### config.mk
export PLATFORM = sky130hd
export DESIGN_NAME = spi_master_crc
export DESIGN_NICKNAME = d
export VERILOG_FILES = /design/src/rtl/spi_master_crc.sv
export SDC_FILE = /design/constraint.sdc
export NUM_CORES = 1
export LEC_CHECK = 0
export ABC_AREA = 1
export BUFFER_PORTS_ARGS = -buffer_cell sky130_fd_sc_hd__buf_2
export CAP_MARGIN = 20
export CORE_ASPECT_RATIO = 2
export CORE_MARGIN = 10
export CORE_UTILIZATION = 32
export DETAILED_ROUTE_END_ITERATION = 10
export PLACE_DENSITY = 0.56
export SLEW_MARGIN = 20
export SYNTH_ARGS = -nofsm -noshare
export SYNTH_HDL_FRONTEND = slang
export SYNTH_SLANG_ARGS = --single-unit
### constraint.sdc
create_clock -name clk -period 1.7 [get_ports clk]
set_clock_uncertainty 0.05 [all_clocks]
set_input_delay 0.255 -clock clk [delete_from_list [all_inputs] [get_ports clk]]
set_output_delay 0.255 -clock clk [all_outputs]
set_load 0.02 [all_outputs]
### src/rtl/spi_master_crc.sv
// SPI master for the 32-bit slave frame: 24 data bits MSB-first followed by a CRC-8
// over those bits, full duplex, with receive-side CRC checking.
module spi_master_crc #(
    parameter int                 CLK_DIV  = 2,
    parameter int                 DATA_W   = 24,
    parameter int                 CRC_W    = 8,
    parameter logic [CRC_W-1:0]   CRC_POLY = 8'h1D,
    parameter logic [CRC_W-1:0]   CRC_INIT = 8'hFF
) (
    input  logic              clk,
    input  logic              rstn,
    input  logic              start,
    input  logic [DATA_W-1:0] tx_data,
    output logic              busy,
    output logic              done,
    output logic [DATA_W-1:0] rx_data,
    output logic [CRC_W-1:0]  rx_crc,
    output logic              crc_err,
    output logic              sck,
    output logic              csn,
    output logic              mosi,
    input  logic              miso
);

    localparam logic [2:0] S_IDLE  = 3'd0;
    localparam logic [2:0] S_LEAD  = 3'd1;
    localparam logic [2:0] S_SHIFT = 3'd2;
    localparam logic [2:0] S_TRAIL = 3'd3;
    localparam logic [2:0] S_GAP   = 3'd4;

    localparam int               DIV_W     = $clog2(CLK_DIV + 1);
    localparam logic [DIV_W-1:0] DIV_LAST  = DIV_W'(CLK_DIV - 1);
    localparam logic [5:0]       LAST_BIT  = 6'(DATA_W + CRC_W - 1);
    localparam logic [5:0]       LAST_DATA = 6'(DATA_W - 1);

    logic [2:0]        state;
    logic [DIV_W-1:0]  div_cnt;
    logic [5:0]        bit_cnt;
    logic [DATA_W-2:0] tx_sr;
    logic [CRC_W-1:0]  tx_crc;
    logic [DATA_W-1:0] rx_sr;
    logic [CRC_W-1:0]  rx_crc_sr;
    logic [CRC_W-1:0]  rx_crc_calc;

    function automatic logic [CRC_W-1:0] crc_step(input logic [CRC_W-1:0] crc, input logic b);
        crc_step = (crc[CRC_W-1] ^ b) ? ((crc << 1) ^ CRC_POLY) : (crc << 1);
    endfunction

    // The sck register doubles as the half-period phase inside SHIFT.
    always_ff @(posedge clk or negedge rstn) begin
        if (!rstn) begin
            state       <= S_IDLE;
            div_cnt     <= '0;
            bit_cnt     <= '0;
            tx_sr       <= '0;
            tx_crc      <= '0;
            rx_sr       <= '0;
            rx_crc_sr   <= '0;
            rx_crc_calc <= '0;
            busy        <= 1'b0;
            done        <= 1'b0;
            rx_data     <= '0;
            rx_crc      <= '0;
            crc_err     <= 1'b0;
            sck         <= 1'b0;
            csn         <= 1'b1;
            mosi        <= 1'b0;
        end else begin
            done <= 1'b0;
            case (state)
                S_IDLE: begin
                    if (start) begin
                        state       <= S_LEAD;
                        busy        <= 1'b1;
                        csn         <= 1'b0;
                        mosi        <= tx_data[DATA_W-1];
                        tx_sr       <= tx_data[DATA_W-2:0];
                        tx_crc      <= CRC_INIT;
                        rx_crc_calc <= CRC_INIT;
                        div_cnt     <= '0;
                    end
                end
                S_LEAD: begin
                    if (div_cnt == DIV_LAST) begin
                        state   <= S_SHIFT;
                        div_cnt <= '0;
                        bit_cnt <= '0;
                        sck     <= 1'b1;
                    end else begin
                        div_cnt <= div_cnt + DIV_W'(1);
                    end
                end
                S_SHIFT: begin
                    if (div_cnt != DIV_LAST) begin
                        div_cnt <= div_cnt + DIV_W'(1);
                    end else begin
                        div_cnt <= '0;
                        if (sck) begin
                            // Falling edge: sample miso, fold the sent data bit into the tx CRC.
                            sck <= 1'b0;
                            if (bit_cnt <= LAST_DATA) begin
                                tx_crc      <= crc_step(tx_crc, mosi);
                                rx_sr       <= {rx_sr[DATA_W-2:0], miso};
                                rx_crc_calc <= crc_step(rx_crc_calc, miso);
                            end else begin
                                rx_crc_sr   <= {rx_crc_sr[CRC_W-2:0], miso};
                            end
                        end else if (bit_cnt == LAST_BIT) begin
                            state <= S_TRAIL;
                        end else begin
                            sck     <= 1'b1;
                            bit_cnt <= bit_cnt + 6'd1;
                            if (bit_cnt < LAST_DATA) begin
                                mosi  <= tx_sr[DATA_W-2];
                                tx_sr <= {tx_sr[DATA_W-3:0], 1'b0};
                            end else begin
                                mosi   <= tx_crc[CRC_W-1];
                                tx_crc <= {tx_crc[CRC_W-2:0], 1'b0};
                            end
                        end
                    end
                end
                S_TRAIL: begin
                    if (div_cnt == DIV_LAST) begin
                        state   <= S_GAP;
                        div_cnt <= '0;
                        csn     <= 1'b1;
                        mosi    <= 1'b0;
                        busy    <= 1'b0;
                        done    <= 1'b1;
                        rx_data <= rx_sr;
                        rx_crc  <= rx_crc_sr;
                        crc_err <= (rx_crc_sr != rx_crc_calc);
                    end else begin
                        div_cnt <= div_cnt + DIV_W'(1);
                    end
                end
                S_GAP: begin
                    if (div_cnt == DIV_LAST) begin
                        state   <= S_IDLE;
                        div_cnt <= '0;
                    end else begin
                        div_cnt <= div_cnt + DIV_W'(1);
                    end
                end
                default: state <= S_IDLE;
            endcase
        end
    end

endmodule

==> impl_metrics.yaml <==
floorplan:
  die_w_um: 113
  core_sq_mm: 0.0171
  initial_core_util_pct: 32.3
  die_h_um: 206
  io_pins: 66
  design.die.area_sq_mm: 0.0232
  rows: 68
timing:
  slew_viol_final: 0
  fmax_ghz: 0.623
  tns_ns: 0
  hold_viol_final: 0
  rsz0062_at_grt: "true"
  setup_violations: 0
  relSlewSlack_pct: 73.2
  whs_ns: 0.0286
  period_needed_ns: 1.60
  post-route-period-util_pct: 94.4
  worst_pin_slew_ns: 0.402
worst_setup_path:
  critPathCaptureType: "register"
  cp-start-kind: "register"
  cp_max_fo: 48
  r2r.worst_path.cells: 6
  cpMaxStageDelayCell: "dfrtp_1"
  cpPeakStageDelay_ns: 0.45
  worst-setup-path-type: "reg2reg"
  path_cells: "a21oi_1, buf_4, nand4_2, buf_12, nand2_1, o21ai_0"
  worst_ep_required_time_ns: 1.95
  arrival_ns: 1.85
status:
  outcome: "completed"
global_route:
  first_global_vias: 4484
  antenna_found_initial: 0
  grt_pass1_wl_um: 21600
  overflow: 0
  grt_use_total_pct: 11.3
  grt_max_degree: 49
clocking:
  clk_latency_ns: 0.42
  cts_max_level: 4
  path_clk_slew_ns: 0.06
  numCtsBuffers: 17
  clock-sinks: 120
  clk_path_buf_depth: 2
  cts_root_buffer: "clkbuf_16"
  cts_tree: "yes"
yosys:
  avgSynthCellArea_sq_um: 8.24
  yosys.area_share.simple_pct: 28.5
  synth_top_family_by_area: "simple AND/OR/NAND/NOR gates"
  synthesis.nets: 700
  ys_types: 35
  synth-xor-area-share_pct: 1.43
  yosys_warnings: 0
  ys_ff_latch: 120
  synth-compound-area-share_pct: 8.17
  synth.area.mux_share_pct: 0
  synth_seq_area_share_pct: 54.3
  synth_fa_ha_area_share_pct: 0.226
  syn-cell-area_sq_mm: 0.00553
  synthCells: 671
pwr:
  total_power_mw: 6.93
  leakage_nw: 3.72
  powerDensity_mw_per_mm2: 992
  peakVddDrop_mv: 0.641
detailed_routing:
  ant_nets: 0
  viasPerCell: 4.58
  drt-pass1-iter-count: 5
  vias: 4506
  drc: 0
  drt_wl_total_um: 12800
  wl_per_cell_um: 13.0
  drt_iter0_markers: 241
layout:
  area_growth_pct: 26.3
  drive_gt1_share_pct: 21.2
  diodes: 0
  fill_cells: 1746
  instances_no_fill: 983
  fin_area_sq_mm: 0.00698
  finish.net_count: 790
place:
  dp_hpwl_um: 8660
  dpl_cell_area_sq_mm: 0.00622
  gp_congestion: 0.840
  port_buffers: 65
  place_inst: 946
run:
  drv_cap: 0
min_path:
  worstHoldPathType: "in2reg"
  whs_path_depth: 3
-- worst max-delay path, delay by kind of cell, from the launching register on --
family                 cells  cell delay (ns)
and+or+nand+nor            2             0.20
DFF                        1             0.45
buffers and inverters      2             0.40
AOI/OAI and AO/OA          2             0.36
-- cell usage in the layout (no fill, tap or decap), types with 20 or more instances in the layout --
master     n
nor2_1    23
buf_2     64
nand3_1   27
dfrtp_1  119
o21ai_0   58
buf_4     25
nand2_1  264
o21ai_1   20
inv_1     50
nand4_1   23
-- cells by family (layout without fill, tap and decap cells) --
kind of cell / count (synthesis) / count (layout)
flops: 120 / 120
compound gates: 87 / 87
buf+inv: 86 / 188
simple gates: 368 / 368
fa+ha+maj: 1 / 1
xor+xnor: 9 / 9
-- routing by layer --
| layer | vias to the layer above | wire (um) | track usage [%] |
|---|---|---|---|
| met3 | 16 | 643 | 3.57 |
| met1 | 2105 | 5780 | 14.0 |
| li1 | 2310 | - | - |
| met2 | 75 | 6100 | 17.4 |
| met4 | 0 | 226 | 5.19 |
| met5 | - | 0 | 0 |
-- synth_stat cells (all sizes together) --
library cell	number	area (sq um)
o22ai	1	6.26
o21a	1	7.51
inv	55	209
buf	26	180
or2	6	37.5
dfstp	1	26.3
nand4	24	156
a21oi	4	23.8
nand3b	4	33.8
ha	1	12.5
a21boi	1	7.51
nand3	30	160
o21ai	79	399
nor3b	1	12.5
xnor2	4	35.0
clkbuf	5	18.8
nor2	30	135
dfrtp	119	2980
o211ai	1	7.51
nand2	273	1040
xor2	5	43.8
-- power breakdown --
part	total (mW)	switching (mW)	internal [mW]
registers	2.99	0.0641	2.93
clock network	3.67	1.37	2.31
logic	0.268	0.155	0.113
total	6.93	1.59	5.34
-- state kept, by name (all words and copies together), names as in the netlist, 3 cells and up --
register / count
rx_crc_calc: 8
tx_sr: 23
rx_sr: 24
rx_crc_sr: 8
bit_cnt: 6
state: 3
rx_crc: 8
tx_crc: 8
rx_data: 24
-- layout make-up --
class                   count  area (sq um)  share of cell area (%)
flip-flops and latches    120          3000                    43.0
multi-input cells         465          2180                    31.3
repair buffers            102           719                    10.3
clock buffers              17           425                    6.09
well taps                 210           263                    3.76
inverters                  55           213                    3.05
clock inverters            14           175                    2.51
-- through the flow --
| step | utilization [%] | setup slack [ns] |
|---|---|---|
| floorplan | - | 0.116 |
| global placement | 36.4 | 0.0555 |
| detailed placement | 36.4 | -0.0109 |
| CTS | 40.0 | -0.00106 |
| global route | 40.8 | -0.0202 |
| finish | 40.8 | 0.0960 |
-- path summary, 6_finish.rpt --
kind	slack (ns)	end	start
min in group asynchronous	0.26	rx_crc_sr[7]$_DFFE_PN0P_	rstn
max in group asynchronous	0.74	csn$_DFFE_PN1P_	rstn
min reg2reg	0.41	tx_crc[0]$_DFFE_PN0P_	tx_crc[0]$_DFFE_PN0P_
max reg2reg	0.1	rx_sr[19]$_DFFE_PN0P_	bit_cnt[3]$_DFFE_PN0P_
min	0.03	tx_sr[0]$_DFFE_PN0P_	tx_data[0]
max	0.1	rx_sr[19]$_DFFE_PN0P_	bit_cnt[3]$_DFFE_PN0P_
-- timing repair --
action / in CTS / in global routing
hold buffers: 1 / 0
pin swaps: 0 / 4
cloned: 0 / 1
resized for setup: 1 / 26
setup endpoints to repair: 3 / 80
setup buffers: 0 / 4
endpoints found under the hold margin: 25 / 0
Power figures use the tool's default switching activity.
